<file path="src/rtl/hier_fanin_node_pkg.sv">
// Shared definitions for the hierarchy fan-in node and its arbiter.
package hier_node_pkg;

  // Widest fan-in any node instance is expected to support.
  localparam int MAX_CH = 16;

  // Bit width needed to index n items, never less than one bit.
  function automatic int clog2_min1(input int n);
    return (n <= 2) ? 1 : $clog2(n);
  endfunction

  // Occupancy counters must represent 0..depth inclusive.
  function automatic int occ_width(input int depth);
    return $clog2(depth) + 1;
  endfunction

  // Occupancy width for the default FIFO depth.
  localparam int DEFAULT_DEPTH = 4;
  localparam int DEFAULT_OCC_W = occ_width(DEFAULT_DEPTH);

  // Channel tag wide enough for the largest supported fan-in.
  localparam int MAX_CH_W = clog2_min1(MAX_CH);
  typedef logic [MAX_CH_W-1:0] ch_tag_t;

endpackage

</file>
<file path="src/rtl/hier_fanin_node_rr_arbiter.sv">
// Round-robin arbiter: picks the first requester at or after the
// rotating pointer, and moves the pointer past the winner on advance.
module rr_arbiter
  import hier_node_pkg::*;
#(
  parameter int N = 5,
  localparam int IDX_W = clog2_min1(N)
) (
  input  logic             clk,
  input  logic             rst_n,
  input  logic [N-1:0]     req,
  input  logic             advance,
  output logic [N-1:0]     grant,
  output logic [IDX_W-1:0] grant_idx
);

  logic [IDX_W-1:0] rr_ptr_q;
  logic [IDX_W-1:0] rr_ptr_d;

  // Search upward from rr_ptr with wrap; the first requester found wins.
  always_comb begin
    logic [IDX_W:0]   sum;
    logic [IDX_W-1:0] idx;
    logic             found;
    grant     = '0;
    grant_idx = '0;
    sum       = '0;
    idx       = '0;
    found     = 1'b0;
    for (int k = 0; k < N; k++) begin
      sum = {1'b0, rr_ptr_q} + (IDX_W+1)'(k);
      if (sum >= (IDX_W+1)'(N)) begin
        sum = sum - (IDX_W+1)'(N);
      end
      idx = sum[IDX_W-1:0];
      if (!found && req[idx]) begin
        found      = 1'b1;
        grant[idx] = 1'b1;
        grant_idx  = idx;
      end
    end
  end

  // Pointer moves to the channel after the winner, only when a grant is used.
  always_comb begin
    rr_ptr_d = rr_ptr_q;
    if (advance && (|req)) begin
      if (grant_idx == IDX_W'(N - 1)) begin
        rr_ptr_d = '0;
      end else begin
        rr_ptr_d = grant_idx + IDX_W'(1);
      end
    end
  end

  // Pointer register, cleared so the first search after reset starts at 0.
  always_ff @(posedge clk or negedge rst_n) begin
    if (!rst_n) begin
      rr_ptr_q <= '0;
    end else begin
      rr_ptr_q <= rr_ptr_d;
    end
  end

endmodule

</file>
<file path="src/rtl/hier_fanin_node.sv">
// Hierarchy fan-in node: NUM_CH buffered child channels merged by a
// round-robin arbiter into one registered, channel-tagged output stream.
module hier_fanin_node
  import hier_node_pkg::*;
#(
  parameter int NUM_CH = 5,
  parameter int DATA_W = 32,
  parameter int DEPTH  = 4,
  localparam int CH_W  = $clog2(NUM_CH),
  localparam int OCC_W = occ_width(DEPTH)
) (
  input  logic                     clk,
  input  logic                     rst_n,
  input  logic [NUM_CH-1:0]        ch_en,
  input  logic [NUM_CH-1:0]        in_valid,
  output logic [NUM_CH-1:0]        in_ready,
  input  logic [NUM_CH*DATA_W-1:0] in_data,
  output logic                     out_valid,
  input  logic                     out_ready,
  output logic [DATA_W-1:0]        out_data,
  output logic [CH_W-1:0]          out_ch,
  output logic [NUM_CH*OCC_W-1:0]  occ
);

  localparam int PTR_W = $clog2(DEPTH);

  logic [NUM_CH-1:0] req;
  logic [NUM_CH-1:0] grant;
  logic [NUM_CH-1:0] pop;
  logic [CH_W-1:0]   grant_idx;
  logic              load;
  logic [DATA_W-1:0] head [NUM_CH];

  logic              out_valid_q;
  logic              out_valid_d;
  logic [DATA_W-1:0] out_data_q;
  logic [DATA_W-1:0] out_data_d;
  logic [CH_W-1:0]   out_ch_q;
  logic [CH_W-1:0]   out_ch_d;

  rr_arbiter #(
    .N (NUM_CH)
  ) u_arb (
    .clk       (clk),
    .rst_n     (rst_n),
    .req       (req),
    .advance   (load),
    .grant     (grant),
    .grant_idx (grant_idx)
  );

  assign pop = load ? grant : '0;

  for (genvar i = 0; i < NUM_CH; i++) begin : g_ch
    logic [DATA_W-1:0] mem_q [DEPTH];
    logic [DATA_W-1:0] mem_d [DEPTH];
    logic [PTR_W-1:0]  wr_ptr_q;
    logic [PTR_W-1:0]  wr_ptr_d;
    logic [PTR_W-1:0]  rd_ptr_q;
    logic [PTR_W-1:0]  rd_ptr_d;
    logic [OCC_W-1:0]  count_q;
    logic [OCC_W-1:0]  count_d;
    logic              push;

    // Ready looks only at the registered count, so a full FIFO stays
    // closed during the cycle it is popped; reset also holds it closed.
    assign in_ready[i] = rst_n && ch_en[i] && (count_q < OCC_W'(DEPTH));
    assign push        = in_valid[i] && in_ready[i];
    assign req[i]      = ch_en[i] && (count_q != '0);
    assign head[i]     = mem_q[rd_ptr_q];
    assign occ[i*OCC_W +: OCC_W] = count_q;

    // Next FIFO state: write at the tail, read from the head, pointers wrap.
    always_comb begin
      mem_d    = mem_q;
      wr_ptr_d = wr_ptr_q;
      rd_ptr_d = rd_ptr_q;
      count_d  = count_q;
      if (push) begin
        mem_d[wr_ptr_q] = in_data[i*DATA_W +: DATA_W];
        wr_ptr_d        = wr_ptr_q + PTR_W'(1);
      end
      if (pop[i]) begin
        rd_ptr_d = rd_ptr_q + PTR_W'(1);
      end
      case ({push, pop[i]})
        2'b10:   count_d = count_q + OCC_W'(1);
        2'b01:   count_d = count_q - OCC_W'(1);
        default: count_d = count_q;
      endcase
    end

    // FIFO storage and pointers; reset discards everything buffered.
    always_ff @(posedge clk or negedge rst_n) begin
      if (!rst_n) begin
        for (int k = 0; k < DEPTH; k++) begin
          mem_q[k] <= '0;
        end
        wr_ptr_q <= '0;
        rd_ptr_q <= '0;
        count_q  <= '0;
      end else begin
        mem_q    <= mem_d;
        wr_ptr_q <= wr_ptr_d;
        rd_ptr_q <= rd_ptr_d;
        count_q  <= count_d;
      end
    end
  end

  // Output register loads a granted head when empty or being drained;
  // otherwise it drops valid on a taken beat or holds under backpressure.
  always_comb begin
    logic [DATA_W-1:0] sel_data;
    load     = (!out_valid_q || out_ready) && (|req);
    sel_data = '0;
    for (int i = 0; i < NUM_CH; i++) begin
      if (grant[i]) begin
        sel_data = sel_data | head[i];
      end
    end
    out_valid_d = out_valid_q;
    out_data_d  = out_data_q;
    out_ch_d    = out_ch_q;
    if (load) begin
      out_valid_d = 1'b1;
      out_data_d  = sel_data;
      out_ch_d    = grant_idx;
    end else if (out_ready) begin
      out_valid_d = 1'b0;
    end
  end

  // Output stream registers.
  always_ff @(posedge clk or negedge rst_n) begin
    if (!rst_n) begin
      out_valid_q <= 1'b0;
      out_data_q  <= '0;
      out_ch_q    <= '0;
    end else begin
      out_valid_q <= out_valid_d;
      out_data_q  <= out_data_d;
      out_ch_q    <= out_ch_d;
    end
  end

  assign out_valid = out_valid_q;
  assign out_data  = out_data_q;
  assign out_ch    = out_ch_q;

endmodule
</file>
<file path="config.mk">
export PLATFORM = sky130hd
export DESIGN_NAME = hier_fanin_node
export DESIGN_NICKNAME = d
export VERILOG_FILES = /design/src/rtl/hier_fanin_node_pkg.sv /design/src/rtl/hier_fanin_node_rr_arbiter.sv /design/src/rtl/hier_fanin_node.sv
export SDC_FILE = /design/constraint.sdc
export NUM_CORES = 1
export LEC_CHECK = 0
export CAP_MARGIN = 40
export CORE_AREA = 8 8 375 377
export DETAILED_ROUTE_END_ITERATION = 10
export DIE_AREA = 0 0 383 385
export HOLD_SLACK_MARGIN = 0.08
export SYNTH_ARGS = -nofsm -noshare
export SYNTH_HDL_FRONTEND = slang
export SYNTH_HIERARCHICAL = 1
export SYNTH_SLANG_ARGS = --single-unit
export TNS_END_PERCENT = 50
</file>
<file path="constraint.sdc">
create_clock -name clk -period 15.8 [get_ports clk]
set_input_delay 3.16 -clock clk [delete_from_list [all_inputs] [get_ports clk]]
set_output_delay 3.16 -clock clk [all_outputs]
set_load 0.1 [all_outputs]
</file>
### Yosys cells after proc, flatten, opt, wreduce, memory -nomap -nowiden

Index checks and enable logic that the tools add are counted.

* add/subtract/negate cells: 30
* order comparisons: 35
* bitwise operators: 18
* reductions and logical operators: 54
* eq/ne operators: 11
* multiplexer cells: 83

Operators with widths (count)
* $bwmux W128: 5
* $mux W32: 20
* $bmux W32 S2: 5
* $demux W32 S2: 5
* $or A32 B32 Y32: 4
* $logic_and A1 B1 Y1: 36
* $ge A3 B3 Y1 const B: 11
* $mux W3: 11
* $mux W5: 6
* $not A2 Y3: 10
* $pmux W3 S2: 5
* $add A2 B1 Y2 const B: 10
* $lt A3 B4 Y1 const B: 5
* $or A5 B5 Y5: 4
* $add A3 B1 Y3 const B: 6
* $ge A4 B3 Y1 const B: 4
* $mux W1: 16
* $bmux W1 S3: 5
* $demux W1 S3: 5
* $ge A3 B1 Y1 const B: 5
* $lt A3 B1 Y1 const B: 5
* $lt A3 B3 Y1 const B: 5
* $reduce_bool A3 Y1: 5
* $sub A3 B1 Y3 const B: 5
* other kinds (11): 33

* output and inout port bits: 56
* register bits: 714
* input bits: 173
* word-level logic and storage cells: 270

### Logic depth before layout (Yosys ltp)

* word-level depth: 26
* mapped depth: 25
* mapped depth without buffers: 21

### Cells and area by module

The synthesis kept the hierarchy.

By module, submodules not included
* hier_fanin_node: times used 1, cells each 2010, sequential area each 17792.1 µm², area each 31734.2 µm²
* rr_arbiter: times used 1, cells each 227, sequential area each 75.1 µm², area each 1702.9 µm²

### Worst setup path after synthesis

No wires, ideal clock.

* kind: input-to-output
* start: in ch_en[0]
* end: out in_ready[0]
* arrival time: 4.479 ns
* setup slack: 8.161 ns
* cell stages on the path: 2
* required time: 12.640 ns
* path buffers: 0
* cell sequence: nand2_1 nor2_1

* cells in the longest elaborated chain, start to end: 2

RTL lines
* start: declaration: RTL line hier_fanin_node.sv:14 `input logic [NUM_CH-1:0] ch_en,`
* $logic_and A1 B1 Y1 (2 in a row): RTL line hier_fanin_node.sv:67 `assign in_ready[i] = rst_n && ch_en[i] && (count_q < OCC_W'(DEPTH));`
* end: declaration: RTL line hier_fanin_node.sv:16 `output logic [NUM_CH-1:0] in_ready,`

Every way passes these cells.

### Worst setup path in the final report

* start: in rst_n
* end: out in_ready[1]

* cells in the longest elaborated chain, start to end: 2

RTL lines
* start: declaration: RTL line hier_fanin_node.sv:13 `input logic rst_n,`
* $logic_and A1 B1 Y1 (2 in a row): RTL line hier_fanin_node.sv:67

Every way passes these cells.

==> out/qor_table.md <==
| Group | Metric | This run |
|---|---|---|
| outcome | Outcome | finished clean |
| clocking | Hold_buf cts | 0 |
| sta | Actual slew at the worst max-slew pin | 0.9776 ns |
| synth | Basic-gate share of the synthesized area counting and, or, nand and nor cells | 0.03248 |
| clocking | Clock tree from TritonCTS | built |
| worst setup path | Cells along the critical path | buf_8 > nand2_1 > nor2_1 > clkdlybuf4s50_1 > buf_8 |
| synth | Fraction of registers with async set or reset after synthesis | 1.000 |
| detailed routing | Ratio of routed vias to standard cells | 4.633 |
| clocking | Clock transition time at the flip-flop clock pins of the worst setup and hold paths | 0.06 ns |
| floorplan | Initial core utilization | 0.2484 |
| global route | Number of global-route vias before repair | 20900 |
| global route | Global-route congestion overflow total | 0 |
| sta | Number of hold violations in the final report | 0 |
| global route | Global Route Usage Sum | 0.1364 |
| sta | Highest clock rate | 126.5 MHz |
| sta | Setup TNS | 0 ns |
| synth | Average size of a mapped cell | 14.95 sq um |
| worst setup path | CP Max Fanout | 71 |
| worst setup path | Cell seen most often among critical-path stages | sky130_fd_sc_hd__buf_8 |
| place | Area post-placement | 38990 sq um |
| clocking | Clock net sink count | 714 |
| detailed routing | Total wire length | 101800 um |
| floorplan | Die Width | 383 um |
| layout | Layout-stage area growth over the synthesis result | 24.75% |
| pwr | Power Density | 229.9 nW/um^2 |
| global route | Global-route wire length before repair | 149900 um |
| pwr | P_sw | 0.003739 W |
| synth | Flop and latch count out of synthesis | 714 |
| clocking | Post-CTS setup repair buffer count | 0 |
| layout | Layout fillers | 13260 |
| synth | Complex-gate fraction of the synthesized area | 0.04270 |
| detailed routing | Antenna-violating nets left | 0 |
| synth | Xor/xnor share of the synthesized area | 0.008681 |
| global route | Pin count of the biggest net entering global routing | 128 |
| layout | Fraction of layout instances using a drive strength above 1 | 0.2119 |
| worst setup path | Critical setup path kind | in2out |
| pwr | Worst ir drop on vdd | 216.8 uV |
| clocking | # H-tree levels | 3 |
| pwr | Combinational share of power | 0.471 |
| synth | Dominant combinational cell family by area after synthesis | multiplexers |
| place | Detailed placer's ending HPWL | 73490 um |
| detailed routing | Number of DRC markers after the initial detailed-route iteration | 1355 |
| floorplan | Chip height | 385 um |
| place | I/O Buffers | 228 |
| flow run | Max Cap Viol | 0 |
| synth | Net count after synthesis | 2449 |
| layout | Post-route insts no fill | 4380 |
| min path | Min-Delay Path Class | reg2reg |
| place | Cell Count Post-Placement | 4217 |
| clocking | Num CTS Buffers | 81 |
| pwr | Sequential cell fraction of total power | 0.332 |
| floorplan | Total die area | 147500 sq um |
| sta | Count of endpoints failing setup in the final report | 0 |
| worst setup path | Buffer and inverter count on the worst path | 3 |
| detailed routing | Vias | 20290 |
| detailed routing | Post-route DRC | 0 |
| sta | Max-slew headroom | 0.3483 |
| synth | Gate count after technology mapping | 2237 |
| detailed routing | Routed wirelength normalized by instance count | 23.24 um |
| sta | Final worst path period need | 7.905 ns |
| sta | RSZ-0062 raised after global routing | false |
| layout | Post-route cell area | 41710 sq um |
| sta | Final worst-path cycle share | 0.5003 |
| sta | Setup clock skew after layout | 0.02471 ns |
| synth | Synth area leaders | sky130_fd_sc_hd__dfrtp_1 53%, sky130_fd_sc_hd__mux2_1 21%, sky130_fd_sc_hd__mux4_2 8.6%, sky130_fd_sc_hd__mux2_2 3.4%, sky130_fd_sc_hd__mux2_4 1.3% |
| synth | Top FF cell, synth | sky130_fd_sc_hd__dfrtp_1 |
| worst setup path | Cell at the slowest stage of the critical path | sky130_fd_sc_hd__clkdlybuf4s50_1 |
| clocking | Cell at the root of the clock tree | sky130_fd_sc_hd__clkbuf_16 |
| worst setup path | Critical path endpoint category | primary output |
| global route | Antenna violations before repair | 48 |
| synth | Share of the synthesized area in the top cell type | 0.5344 |
| sta | Fin. max-slew vios | 0 |
| worst setup path | Delay contributed by the slowest stage of the critical path | 0.53 ns |
| floorplan | Area of the core region | 134600 sq um |
| pwr | Fraction of power spent switching nets | 0.3900 |
| pwr | Cell leakage power | 18.17 nW |
| synth | Cell taking the most area after synthesis | sky130_fd_sc_hd__dfrtp_1 |
| synth | Multiplexer share of the synthesized area | 0.3414 |
| worst setup path | Critical path arrival | 4.75 ns |
| pwr | Clock power share | 0.197 |
| clocking | Post-cts repair resize count | 0 |
| floorplan | I/O pin count | 229 |
| synth | Arithmetic-cell share of the synthesized area counting full adders, half adders and majority gates | 0.01594 |
| worst setup path | Critical Path Source Type | input port |
| clocking | Maximum buffer depth of the clock tree | 3 |
| floorplan | Standard-cell rows | 135 |
| synth | Count of warnings emitted by yosys | 6 |
| layout | Final net count | 2732 |
| worst setup path | Worst path required time | 12.64 ns |
| synth | Syn Std Cell Area | 33440 sq um |
| worst setup path | Family of cells with the greatest summed delay on the critical path | buffers and inverters |
| detailed routing | Length of the first detailed-routing pass in iterations | 6 |
| synth | Number of enable flip-flop cells after synthesis | 0 |
| pwr | Int Power | 0.005849 W |
| place | Routability cong. | 0.8324 |
| clocking | Clock insertion delay at the later pin of the skew report | 0.64 ns |
| synth | Count of unique library cells instantiated by Yosys | 87 |
| synth | Sequential area share after synthesis | 0.5344 |
==> metal layers <==
metal,GRT usage,wire (um),share of wire,vias to the layer above
met5,0,116,0.0011,-
met4,0.02881,2217,0.022,18
met3,0.03954,7142,0.070,149
met2,0.2103,45680,0.45,509
met1,0.1903,46620,0.46,10700
li1,-,-,-,8919
==> synthesized netlist by cell type (10+ instances only) <==
library cell	count
sky130_fd_sc_hd__dfrtp_1	714
sky130_fd_sc_hd__mux2_1	610
sky130_fd_sc_hd__mux4_2	128
sky130_fd_sc_hd__mux2_2	102
sky130_fd_sc_hd__nand2_1	86
sky130_fd_sc_hd__buf_1	65
sky130_fd_sc_hd__clkbuf_1	49
sky130_fd_sc_hd__inv_1	47
sky130_fd_sc_hd__nand3_1	38
sky130_fd_sc_hd__ha_1	33
sky130_fd_sc_hd__a222oi_1	32
sky130_fd_sc_hd__a22oi_1	32
sky130_fd_sc_hd__mux2_4	29
sky130_fd_sc_hd__nor2_1	29
sky130_fd_sc_hd__o21ai_0	20
sky130_fd_sc_hd__xnor2_1	20
sky130_fd_sc_hd__buf_2	14
sky130_fd_sc_hd__a21oi_1	11
sky130_fd_sc_hd__buf_6	10
sky130_fd_sc_hd__xor2_1	10
==> per-stage QoR <==
| step | util | power, W | worst slack [ns] | hold WS [ns] |
|---|---|---|---|---|
| 2_1_floorplan | - | 0.006092 | 8.161 | 0.4585 |
| 3_3_place_gp | 0.2801 | 0.007419 | 7.483 | 0.4556 |
| 3_5_place_dp | 0.2896 | 0.007759 | 7.627 | 0.4621 |
| 4_1_cts | 0.3095 | 0.009687 | 7.890 | 0.4757 |
| 5_1_grt | 0.3096 | 0.01014 | 7.783 | 0.4942 |
| 6_report | 0.3098 | 0.009588 | 7.895 | 0.4714 |
==> flip-flops by register name, indices dropped and copies added, names as in the netlist <==
signal,flops
out_data,32
out_valid,1
g_ch.wr_ptr_q,10
g_ch.count_q,15
out_ch,3
g_ch.rd_ptr_q,10
u_arb/rr_ptr_q,3
g_ch.mem_q,640
==> power by group through the flow <==
| stage | sequential [W] | clock (W) | combinational, W |
|---|---|---|---|
| finish | 0.00318 | 0.00189 | 0.00452 |
| global route | 0.00330 | 0.00202 | 0.00482 |
| CTS | 0.00318 | 0.00194 | 0.00456 |
| detailed placement | 0.00321 | 0 | 0.00455 |
| global placement | 0.00318 | 0 | 0.00424 |
| floorplan | 0.00337 | 0 | 0.00272 |
==> cells by family after synthesis <==
group / after synthesis
AO/OA/AOI/OAI: 174
XOR/XNOR: 31
adder cells (fa/ha/maj): 39
buffers and inverters: 189
flip-flops: 714
multiplexers: 877
AND/OR/NAND/NOR: 213
==> area by class of cell <==
class	instances	area, sq um	area share
sequential	714	17870	0.4285
multi-input combinational	1334	14820	0.3552
timing repair buffer	341	3897	0.09344
clock buffer	115	2336	0.05600
tap	1781	2228	0.05342
clock inverter	29	334.1	0.008009
inverter	48	180.2	0.004319
antenna	18	45.04	0.001080
==> worst paths after layout <==
| path | from | to | slack [ns] | cells past startpoint |
|---|---|---|---|---|
| max in group asynchronous | rst_n | g_ch[1].mem_q[118]$_DFFE_PN0P_ | 10.67 | 5 |
| setup reg to reg | u_arb/rr_ptr_q[0]$_DFFE_PN0P_ | out_data[31]$_DFFE_PN0N_ | 9.64 | 18 |
| min in group asynchronous | rst_n | g_ch[0].count_q[0]$_DFFE_PN0P_ | 2.51 | 1 |
| setup / recovery | rst_n | in_ready[1] | 7.89 | 5 |
| hold / removal | g_ch[2].rd_ptr_q[1]$_DFFE_PN0P_ | g_ch[2].rd_ptr_q[1]$_DFFE_PN0P_ | 0.47 | 1 |
| hold reg to reg | g_ch[2].rd_ptr_q[1]$_DFFE_PN0P_ | g_ch[2].rd_ptr_q[1]$_DFFE_PN0P_ | 0.47 | 1 |
==> worst reg2reg max path, cell delays in order (launching register included) <==
cell	delay, ns
sky130_fd_sc_hd__dfrtp_1	0.32
sky130_fd_sc_hd__buf_4	0.35
sky130_fd_sc_hd__clkinv_1	0.39
sky130_fd_sc_hd__ha_1	0.83
sky130_fd_sc_hd__a21boi_0	0.61
sky130_fd_sc_hd__nand2b_1	0.21
sky130_fd_sc_hd__o31ai_1	0.08
sky130_fd_sc_hd__mux2i_1	0.32
sky130_fd_sc_hd__and2_0	0.26
sky130_fd_sc_hd__or3_1	0.17
sky130_fd_sc_hd__nor4_2	0.04
sky130_fd_sc_hd__a211oi_1	0.43
sky130_fd_sc_hd__o311ai_4	0.16
sky130_fd_sc_hd__buf_4	0.25
sky130_fd_sc_hd__nor2b_1	0.24
sky130_fd_sc_hd__buf_4	0.22
sky130_fd_sc_hd__a222oi_1	0.67
sky130_fd_sc_hd__nand3_1	0.15
sky130_fd_sc_hd__mux2_1	0.33
==> layout by cell type, fill, tap and decap left out, types with 17 or more instances in the layout <==
master,instances
sky130_fd_sc_hd__nor2_1,29
sky130_fd_sc_hd__mux4_2,128
sky130_fd_sc_hd__clkdlybuf4s50_1,226
sky130_fd_sc_hd__ha_1,33
sky130_fd_sc_hd__clkbuf_1,17
sky130_fd_sc_hd__a22oi_1,32
sky130_fd_sc_hd__o21ai_0,20
sky130_fd_sc_hd__nand2_1,78
sky130_fd_sc_hd__mux2_4,29
sky130_fd_sc_hd__clkbuf_16,82
sky130_fd_sc_hd__inv_1,47
sky130_fd_sc_hd__mux2_1,610
sky130_fd_sc_hd__mux2_2,102
sky130_fd_sc_hd__diode_2,18
sky130_fd_sc_hd__nand3_1,38
sky130_fd_sc_hd__buf_8,45
sky130_fd_sc_hd__dfrtp_1,709
sky130_fd_sc_hd__a222oi_1,32
sky130_fd_sc_hd__xnor2_1,20
sky130_fd_sc_hd__buf_4,43
No activity file was read; power rests on OpenSTA's default activity.
